### config.mk
export PLATFORM = sky130hd
export DESIGN_NAME = debounce_multi
export DESIGN_NICKNAME = d
export VERILOG_FILES = /design/src/rtl/debounce_multi.sv
export SDC_FILE = /design/constraint.sdc
export NUM_CORES = 1
export LEC_CHECK = 0
export CAP_MARGIN = 30
export CORE_MARGIN = 10
export CORE_UTILIZATION = 47
export CTS_BUF_LIST = sky130_fd_sc_hd__clkbuf_4 sky130_fd_sc_hd__clkbuf_8 sky130_fd_sc_hd__clkbuf_16
export DETAILED_ROUTE_END_ITERATION = 8
export SLEW_MARGIN = 25
export SYNTH_ARGS = -nofsm -noshare
export SYNTH_HDL_FRONTEND = slang
export SYNTH_SLANG_ARGS = --single-unit
### constraint.sdc
create_clock -name clk_50MHz -period 4.88 [get_ports clk_50MHz]
set_input_delay 0.488 -clock clk_50MHz [delete_from_list [all_inputs] [get_ports clk_50MHz]]
set_output_delay 0.488 -clock clk_50MHz [all_outputs]
set_load 0.02 [all_outputs]
### src/rtl/debounce_multi.sv
// Multi-channel push-button / switch debouncer: synchroniser, counter-qualified FSM, press/release ticks.
// Optional auto-repeat ticks while held are compiled in with `define DEBOUNCE_REPEAT_EN.
module debounce_multi #(
    parameter int CH          = 4,
    parameter int CNT_W       = 20,
    parameter int SYNC_STAGES = 2,
    parameter int REP_DLY_W   = 24,
    parameter int REP_PER_W   = 22
) (
    input  logic          clk_50MHz,
    input  logic          rst_n,
    input  logic [CH-1:0] btn,
    output logic [CH-1:0] db_level,
    output logic [CH-1:0] db_rise,
    output logic [CH-1:0] db_fall,
    output logic [CH-1:0] db_repeat
);

    typedef enum logic [1:0] {
        ZERO  = 2'd0,
        WAIT1 = 2'd1,
        ONE   = 2'd2,
        WAIT0 = 2'd3
    } state_t;

    for (genvar gi = 0; gi < CH; gi++) begin : g_ch
        logic [SYNC_STAGES-1:0] sync_r;
        logic                   s_s;
        state_t                 state_r;
        state_t                 state_s;
        logic [CNT_W-1:0]       cnt_r;
        logic [CNT_W-1:0]       cnt_s;
        logic                   level_s;
        logic                   level_r;
        logic                   rise_r;
        logic                   fall_r;

        assign s_s = sync_r[SYNC_STAGES-1];

        // Synchroniser chain for the raw pin
        always_ff @(posedge clk_50MHz or negedge rst_n) begin
            if (!rst_n) begin
                sync_r <= '0;
            end else begin
                sync_r <= {sync_r[SYNC_STAGES-2:0], btn[gi]};
            end
        end

        // FSM state and stability counter registers
        always_ff @(posedge clk_50MHz or negedge rst_n) begin
            if (!rst_n) begin
                state_r <= ZERO;
                cnt_r   <= '0;
            end else begin
                state_r <= state_s;
                cnt_r   <= cnt_s;
            end
        end

        // Next-state logic: a level qualifies only after the full window without a bounce
        always_comb begin
            state_s = state_r;
            cnt_s   = cnt_r;
            case (state_r)
                ZERO: begin
                    if (s_s) begin
                        state_s = WAIT1;
                        cnt_s   = '1;
                    end else begin
                        state_s = ZERO;
                    end
                end
                WAIT1: begin
                    if (!s_s) begin
                        state_s = ZERO;
                    end else if (cnt_r != '0) begin
                        cnt_s = cnt_r - CNT_W'(1'b1);
                    end else begin
                        state_s = ONE;
                    end
                end
                ONE: begin
                    if (!s_s) begin
                        state_s = WAIT0;
                        cnt_s   = '1;
                    end else begin
                        state_s = ONE;
                    end
                end
                WAIT0: begin
                    if (s_s) begin
                        state_s = ONE;
                    end else if (cnt_r != '0) begin
                        cnt_s = cnt_r - CNT_W'(1'b1);
                    end else begin
                        state_s = ZERO;
                    end
                end
                default: begin
                    state_s = ZERO;
                    cnt_s   = '0;
                end
            endcase
        end

        // Output decode of the debounced level
        always_comb begin
            case (state_r)
                ONE, WAIT0: level_s = 1'b1;
                default:    level_s = 1'b0;
            endcase
        end

        // Registered level and edge ticks, aligned to the same cycle
        always_ff @(posedge clk_50MHz or negedge rst_n) begin
            if (!rst_n) begin
                level_r <= 1'b0;
                rise_r  <= 1'b0;
                fall_r  <= 1'b0;
            end else begin
                level_r <= level_s;
                rise_r  <= level_s & ~level_r;
                fall_r  <= ~level_s & level_r;
            end
        end

        assign db_level[gi] = level_r;
        assign db_rise[gi]  = rise_r;
        assign db_fall[gi]  = fall_r;

`ifdef DEBOUNCE_REPEAT_EN
        logic [REP_DLY_W-1:0] dly_r;
        logic [REP_DLY_W-1:0] dly_s;
        logic [REP_PER_W-1:0] per_r;
        logic [REP_PER_W-1:0] per_s;
        logic                 rep_on_r;
        logic                 rep_on_s;
        logic                 rep_evt_s;
        logic                 rep_evt_r;
        logic                 rep_r;

        // Repeat timing: initial delay once per press, then fixed period until released
        always_comb begin
            dly_s     = dly_r;
            per_s     = per_r;
            rep_on_s  = rep_on_r;
            rep_evt_s = 1'b0;
            if (state_s == ZERO) begin
                dly_s    = '0;
                per_s    = '0;
                rep_on_s = 1'b0;
            end else if ((state_r == WAIT1) && (state_s == ONE)) begin
                dly_s    = '1;
                per_s    = '0;
                rep_on_s = 1'b0;
            end else if (level_s) begin
                if (!rep_on_r) begin
                    if (dly_r != '0) begin
                        dly_s = dly_r - REP_DLY_W'(1'b1);
                    end else begin
                        rep_evt_s = 1'b1;
                        per_s     = '1;
                        rep_on_s  = 1'b1;
                    end
                end else begin
                    if (per_r != '0) begin
                        per_s = per_r - REP_PER_W'(1'b1);
                    end else begin
                        rep_evt_s = 1'b1;
                        per_s     = '1;
                    end
                end
            end else begin
                rep_on_s = rep_on_r;
            end
        end

        // Repeat counters; the event is delayed one stage to line up with the level/tick outputs
        always_ff @(posedge clk_50MHz or negedge rst_n) begin
            if (!rst_n) begin
                dly_r     <= '0;
                per_r     <= '0;
                rep_on_r  <= 1'b0;
                rep_evt_r <= 1'b0;
                rep_r     <= 1'b0;
            end else begin
                dly_r     <= dly_s;
                per_r     <= per_s;
                rep_on_r  <= rep_on_s;
                rep_evt_r <= rep_evt_s;
                rep_r     <= rep_evt_r;
            end
        end

        assign db_repeat[gi] = rep_r;
`else
        assign db_repeat[gi] = 1'b0;
`endif
    end

endmodule

==> results of run 1 <==
==> where the power goes <==
group	switching [mW]	leakage, nW	total, mW	internal (mW)
Sequential	0.0831	1.10	1.03	0.949
Combinational	0.0846	0.896	0.146	0.0617
Clock	0.318	0.144	0.725	0.406
==> state kept, by name, summed over array words and instances, names as in the netlist, named ones only <==
signal	flops
g_ch.state_r	4
g_ch.fall_r	4
g_ch.sync_r	8
g_ch.rise_r	4
g_ch.level_r	4
g_ch.cnt_r	80
==> area by class of cell <==
cell class,count,share of cell area
Timing Repair Buffer,22,0.0324
Clock inverter,5,0.00851
Sequential cell,108,0.438
Inverter,16,0.00972
Multi-Input combinational cell,427,0.443
Clock buffer,10,0.0387
Tap cell,147,0.0298
==> cells in the mapped netlist, types with 4 or more instances <==
cell	number	area share
and2_1	4	0.0044
nor3b_1	10	0.013
xor2_1	14	0.021
dfrtp_1	108	0.47
buf_2	5	0.0044
nor4_2	4	0.0087
inv_1	16	0.010
and3_1	6	0.0065
mux2i_1	10	0.017
ha_1	8	0.017
or4_1	11	0.014
o21ai_0	20	0.017
o211ai_1	9	0.012
buf_4	16	0.021
nor2_1	46	0.030
nand2_1	49	0.032
o21a_1	4	0.0052
nor2b_1	10	0.011
a21oi_1	23	0.020
or3_1	10	0.011
nand2b_1	6	0.0065
o21ai_1	4	0.0035
nand3_1	30	0.026
nor4_1	17	0.019
o31ai_1	11	0.014
clkbuf_1	23	0.015
a31oi_1	15	0.016
xnor2_1	14	0.021
nor3_1	19	0.017
and4_1	4	0.0061
nand4_1	12	0.013
==> metrics by stage <==
step / std cells / total power, mW
after floorplan: 597 / 1.14
after global placement: 718 / 1.19
after detailed placement: 718 / 1.20
after CTS: 733 / 1.93
after global routing: 735 / 2.00
final: 735 / 1.90
==> cell families after synthesis <==
logic type,after synthesis
buffers and inverters,62
AO/OA/AOI/OAI,112
AND/OR/NAND/NOR,261
adder cells (fa/ha/maj),8
multiplexers,14
XOR/XNOR,28
other,1
flip-flops,108
==> per-layer routing <==
metal,global-route usage,vias up
met3,0.0423,11
li1,-,2131
met5,0,-
met2,0.236,66
met1,0.177,2081
met4,0.0451,0
==> critical path, stage by stage (launching register included) <==
cell,delay (ps)
dfrtp_1,420
inv_1,100
ha_1,140
nor4b_2,340
nand4_1,210
o21bai_1,730
nor3_1,100
or3b_1,370
==> worst max-delay path by stage <==
stage	endpoint	slack [ps]	cells after the start
global route	g_ch[0].cnt_r[16]	2090	7
CTS	g_ch[0].cnt_r[18]	2320	5
detailed placement	g_ch[0].cnt_r[18]	2360	5
floorplan	g_ch[0].cnt_r[16]	2830	8
finish	g_ch[0].cnt_r[16]	2350	7
global placement	g_ch[0].cnt_r[16]	2410	7
==> flow_summary.toml, run 1 <==
[routing]
routed-wl-met3_um = 467
drt-vias-per-instance = 5.84
wire_per_inst_um = 15.3
highest_layer = "met4"
wl_met1_mm = 5.31
route.detailed.drc = 0
drt_iter0_drc = 376
ant_nets = 0
vias = 4289
wl_met2_mm = 5.32
drtPass1Iterations = 4
wirelength_mm = 11.2

[status]
status = "finished, final reports clean"

[global_route]
grt_pass1_vias = 4232
grt_max_degree = 68
antenna_found_initial = 0
grt_pass1_wl_mm = 20.0
grt-ovfl-total = 0
grt_usage = 0.143

[sta]
max_slew.worst_pin.slew_ps = 875
rsz0062_at_grt = "no"
slew-limit-headroom = 0.416
hold_ws_ps = 228
drv_slew = 0
fin_tns_setup_ps = 0
finalSetupViolCount = 0
hold_violations = 0
max_freq_mhz = 395
finalCriticalPeriod_ps = 2530
min_period_over_period = 0.519
fin_skew_ps = 5.71
final.setup.worst_slack_ps = 2350

[yosys]
synth.avg_cell_area_um2 = 9.67
synthArstFlopShare = 1.00
synth_edf_count = 0
ys_seq_area_frac = 0.471
synthXorXnorAreaFrac = 0.0427
synth_cells = 594
synth_top_family_by_area = "simple AND/OR/NAND/NOR gates"
synth_cell_type_count = 69
synthAdderAreaFrac = 0.0174
synthesis.area_um2 = 5740
ys_ff_latch = 108
synthFlopType = "dfrtp_1"
synth_compound_area_frac = 0.130
synthesis.yosys.warnings = 0
yosys.area_share.simple = 0.259
synth_mux_area_frac = 0.0253

[floorplan]
initial_core_util = 0.478
std_cell_rows = 40
design.die.area_um2 = 17000
ioPinCount = 22
die_h_um = 131
core_area_um2 = 12000
die_w_um = 131

[clock_tree]
cts_tree = "done"
cts_made_buffers = 9
htreeDepth = 3
clk_latency_ps = 350
post_cts_resized = 0
cts_sinks = 108
cts_root_buffer = "clkbuf_16"
postCtsSetupBuffers = 0
postCtsHoldBufs = 0
clockBufferDepth = 2
clk_pin_slew_worst_paths_ps = 70

[critical_path]
cp-startpoint = "g_ch[0].cnt_r[0]"
cp_max_fo = 15
worst-setup-path-type = "register to register"
required_ps = 5110
ff2ff_setup_slack_ps = 2350
worstReg2RegEnd = "g_ch[0].cnt_r[16]"
startpoint_type = "register"
cp_data_arrival_time_ps = 2760
rr_startpoint = "g_ch[0].cnt_r[0]"
worstRegToRegCells = 7
crit_path_end_kind = "register"

[finish]
final_common_cell = "dfrtp_1"
fin_area_um2 = 6180
filler_cell_count = 1122
final_nets = 598
final_util = 0.514
syn_to_final_growth_pct = 7.54
layout_common_cells = "dfrtp_1, nand2_1, nor2_1, nand3_1, a21oi_1"
final_layout_size_suffix_gt1_frac = 0.0765
num_antenna_cells = 0
multiInputGateArea_um2 = 2740
register_area_um2 = 2700

[place]
placed_cell_area_um2 = 5870
place_ws_ps = 2360
port-buffer-count = 17
gp_routability_congestion = 0.814
hpwlAfterDp_mm = 7.57

[power_and_ir_drop]
p_leak_nw = 2.14
power_density_nw_per_um2 = 308
vdd_drop_max_mv = 0.225

[worst_hold_path]
hp-class = "input port to async pin"

[job]
maxCapViolations = 0
(Power assumes the default switching activity.)
==> run 2: changes to the inputs <==
Settings changed: PLACE_DENSITY set to 0.67.
Clock period 4.88 ns to 2.25 ns, I/O delays scaled along.
==> run 2 against run 1 <==
  * Design area rose by 3.3%
  * Utilization rose by 1.7 points
  * Global-route usage rose by 0.21 points
  * Clock power rose by 110%
  * Register-to-register slack got worse by 2200 ps
  * Critical path depth fell by 2
  * Total power rose by 120%
  * First-iteration DRC count fell by 2.9%
  * Die area did not move
  * Sequential share of layout area fell by 1.4 points
  * Largest cell class unchanged
  * Highest routed layer unchanged
==> flow_summary.toml, run 2 (synthesized netlist as in run 1, its figures left out) <==
[power_and_ir_drop]
vdd_drop_max_mv = 0.569
p_leak_nw = 2.29
power.total_mw = 4.10
power_density_nw_per_um2 = 643

[sta]
finalSetupViolCount = 0
finalCriticalPeriod_ps = 2130
max_freq_mhz = 470
hold_ws_ps = 309
min_period_over_period = 0.946
slew-limit-headroom = 0.578
max_slew.worst_pin.slew_ps = 633
fin_skew_ps = 6.13
rsz0062_at_grt = "no"
fin_tns_setup_ps = 0
hold_violations = 0
drv_slew = 0

[critical_path]
required_ps = 2460
worstRegToRegCells = 5
cp-startpoint = "g_ch[3].cnt_r[16]"
ff2ff_setup_slack_ps = 120
cp_max_fo = 5
cp_data_arrival_time_ps = 2340
worstReg2RegEnd = "g_ch[3].cnt_r[18]"
rr_startpoint = "g_ch[3].cnt_r[16]"
worst-setup-path-type = "register to register"
crit_path_end_kind = "register"
startpoint_type = "register"
endpoint = "g_ch[3].cnt_r[18]"

[clock_tree]
cts_sinks = 108
clk_pin_slew_worst_paths_ps = 70
cts_made_buffers = 9
clk_latency_ps = 350
cts_tree = "done"
clockBufferDepth = 2
cts_root_buffer = "clkbuf_16"
htreeDepth = 3
postCtsSetupBuffers = 0

[finish]
reg.largest.list = "g_ch.cnt_r (80), g_ch.sync_r (8)"
num_antenna_cells = 0
filler_cell_count = 1089
final_layout_size_suffix_gt1_frac = 0.113
multiInputGateArea_um2 = 2760
register_area_um2 = 2700
final_util = 0.531
final_common_cell = "dfrtp_1"
largest-register = "g_ch.cnt_r"
final_nets = 622
largest_register_ffs = 80
syn_to_final_growth_pct = 11.1
layout_common_cells = "dfrtp_1, nand2_1, nor2_1, nand3_1, buf_4"

[routing]
route.detailed.drc = 0
ant_nets = 0
wire_per_inst_um = 15.5
drt-vias-per-instance = 5.80
drtPass1Iterations = 5
wirelength_mm = 11.8
vias = 4405
drt_iter0_drc = 365

[floorplan]
core_area_um2 = 12000
initial_core_util = 0.478
design.die.area_um2 = 17000
die_w_um = 131
std_cell_rows = 40
die_h_um = 131
ioPinCount = 22

[global_route]
grt-ovfl-total = 0
grt_max_degree = 49
grt_pass1_wl_mm = 20.4
antenna_found_initial = 0
grt_usage = 0.145
grt_pass1_vias = 4385

[status]
status = "finished, final reports clean"

[job]
maxCapViolations = 0

[place]
hpwlAfterDp_mm = 8.12
gp_routability_congestion = 0.845
port-buffer-count = 17

[worst_hold_path]
hp-class = "input port to register"
holdPathStages = 1
run 2: cell type report:
cell class	count	area share
inverters	16	0.00941
repair buffers	46	0.0628
flip-flops and latches	108	0.424
well taps	147	0.0288
clock buffers	13	0.0420
clock inverters	2	0.00157
multi-input cells	427	0.432
run 2: worst min path at each step:
stage | startpoint | to | slack (ps)
2_1_floorplan | rst_n | async pin | -70
3_3_place_gp | rst_n | g_ch[2].cnt_r[5] | 290
3_5_place_dp | rst_n | g_ch[2].cnt_r[4] | 290
4_1_cts | btn[2] | g_ch[2].sync_r[0] | 290
5_1_grt | btn[2] | g_ch[2].sync_r[0] | 300
6_report | btn[2] | g_ch[2].sync_r[0] | 310
run 2: power breakdown:
| part | switching, mW | total, mW | internal (mW) |
|---|---|---|---|
| Clock | 0.691 | 1.52 | 0.828 |
| Combinational | 0.199 | 0.345 | 0.146 |
| Sequential | 0.177 | 2.24 | 2.06 |
run 2: critical path, cell delays in order, from the launching register on:
cell,delay (ps)
dfrtp_1,430
or4_1,670
o31ai_1,550
o31ai_1,110
a21oi_1,180
a31oi_1,60
run 2: timing repair:
item                                    CTS  global route
hold buffers                              1             0
endpoints found under the setup margin    0             5
resized for setup                         0             3
hold endpoints to repair                 45             0
run 2: stage by stage:
| step | setup WS (ps) | std cells | area, µm² |
|---|---|---|---|
| 2_1_floorplan | 200 | 597 | 5750 |
| 3_3_place_gp | 242 | 743 | 6070 |
| 3_5_place_dp | 163 | 743 | 6070 |
| 4_1_cts | 118 | 759 | 6360 |
| 5_1_grt | 7.27 | 759 | 6380 |
| 6_report | 122 | 759 | 6380 |
run 2: routing by layer:
layer | vias up | track usage | wire length, µm
met5 | - | 0 | 0
met4 | 0 | 0.0412 | 105
met3 | 13 | 0.0415 | 490
met2 | 77 | 0.239 | 5600
met1 | 2140 | 0.182 | 5570
li1 | 2175 | - | -
==> run 3: changes to the inputs <==
Settings changed: PLACE_DENSITY 0.67 to 0.71.
==> run 3 against run 2 <==
  * Critical path depth is 1 higher
  * Routed wire length decreased by 2.5%
  * Global-route usage fell by 0.31 points
  * Design area is 0.92% higher
  * Critical path type unchanged
  * Die area is the same
  * Maximum frequency down 0.38%
  * Hold slack worse by 7.3 ps
  * Non-clock buffer count grew 1
  * Via count decreased by 0.27%
  * First-iteration DRC count is 8.8% lower
==> flow_summary.toml, run 3 (synthesized netlist as in run 1, its figures left out) <==
[sta]
rsz0062_at_grt = "yes"
min_period_over_period = 0.949
fin_skew_ps = 5.85
finalCriticalPeriod_ps = 2140
drv_slew = 0
final.setup.worst_slack_ps = 114
finalSetupViolCount = 0
fin_tns_setup_ps = 0
max_slew.worst_pin.slew_ps = 606
max_freq_mhz = 468
slew-limit-headroom = 0.593
hold_violations = 0

[global_route]
grt_usage = 0.142
antenna_found_initial = 0
grt-ovfl-total = 0
grt_pass1_vias = 4264
grt_max_degree = 46
grt_pass1_wl_mm = 19.9

[routing]
drt-vias-per-instance = 5.77
wire_per_inst_um = 15.1
route.detailed.drc = 0
drtPass1Iterations = 4
wirelength_mm = 11.5
ant_nets = 0
drt_iter0_drc = 333
vias = 4393

[critical_path]
worst-setup-path-type = "register to register"
cp_max_fo = 6
crit_path_end_kind = "register"
required_ps = 2470
cp_data_arrival_time_ps = 2360
startpoint_type = "register"

[floorplan]
die_w_um = 131
std_cell_rows = 40
ioPinCount = 22
initial_core_util = 0.478
core_area_um2 = 12000
die_h_um = 131
design.die.area_um2 = 17000

[clock_tree]
htreeDepth = 3
clockBufferDepth = 2
cts_tree = "done"
clk_latency_ps = 360
clk_pin_slew_worst_paths_ps = 70
cts_sinks = 108
cts_root_buffer = "clkbuf_16"
cts_made_buffers = 9

[place]
gp_routability_congestion = 0.825
port-buffer-count = 17
dp_cells = 744
place_ws_ps = 79.5
placed_cell_area_um2 = 6080
hpwlAfterDp_mm = 8.05

[finish]
syn_to_final_growth_pct = 12.1
instances_no_fill = 761
fin_area_um2 = 6440
final_common_cell = "dfrtp_1"
num_antenna_cells = 0
largest-register = "g_ch.cnt_r"
largest_register_ffs = 80
layout_common_cells = "dfrtp_1, nand2_1, nor2_1, nand3_1, buf_4"
final_nets = 623
final_layout_size_suffix_gt1_frac = 0.116
reg.largest.list = "g_ch.cnt_r (80), g_ch.sync_r (8)"

[power_and_ir_drop]
p_leak_nw = 2.32
power_density_nw_per_um2 = 673
vdd_drop_max_mv = 0.554
power.total_mw = 4.33

[status]
status = "finished, final reports clean"

[job]
maxCapViolations = 0

[worst_hold_path]
hp-class = "input port to register"
[run 3: per-layer routing]
| metal | global-route usage | share of wire | up-vias |
|---|---|---|---|
| li1 | - | - | 2189 |
| met1 | 0.175 | 0.46 | 2124 |
| met2 | 0.237 | 0.49 | 64 |
| met3 | 0.0342 | 0.034 | 16 |
| met4 | 0.0523 | 0.018 | 0 |
| met5 | 0 | 0 | - |
[run 3: path summary, 6_finish.rpt]
check                                   from           endpoint  slack, ps  cells after the start
setup reg to reg            g_ch[0].cnt_r[2]  g_ch[0].cnt_r[17]        110                      6
min in group asynchronous              rst_n          async pin        410                      2
hold reg to reg            g_ch[3].sync_r[0]  g_ch[3].sync_r[1]        350                      0
max in group asynchronous              rst_n  g_ch[1].cnt_r[14]       1080                      3
hold / removal                        btn[3]  g_ch[3].sync_r[0]        300                      1
setup / recovery            g_ch[0].cnt_r[2]  g_ch[0].cnt_r[17]        110                      6
[run 3: metrics by stage]
stage	util	hold slack [ps]
global route	0.536	294
finish	0.536	302
global placement	0.506	262
floorplan	-	-70.6
CTS	0.535	294
detailed placement	0.506	268
[run 3: what timing repair did]
action / 4_1_cts / 5_1_grt
endpoints found under the setup margin: 0 / 8
setup buffers: 0 / 0
hold buffers: 1 / 0
endpoints found under the hold margin: 43 / 0
resized for setup: 0 / 3
[run 3: where the power goes]
group	total, mW	switching [mW]	internal, mW
logic	0.365	0.210	0.155
clock network	1.74	0.716	1.02
registers	2.23	0.168	2.06
[run 3: critical path: stages (launching register included)]
cell     delay, ps
dfrtp_1        460
or4_1          680
nor4_2         260
buf_4          190
nand4_1        120
mux2i_1        220
a31oi_1         60
[run 3: cell type report]
cell class	instances	area [µm²]
clock buffers	11	246
clock inverters	5	82.6
fillers	1065	5570
inverters	16	60.1
multi-input cells	427	2760
flip-flops and latches	108	2700
well taps	147	184
repair buffers	47	408
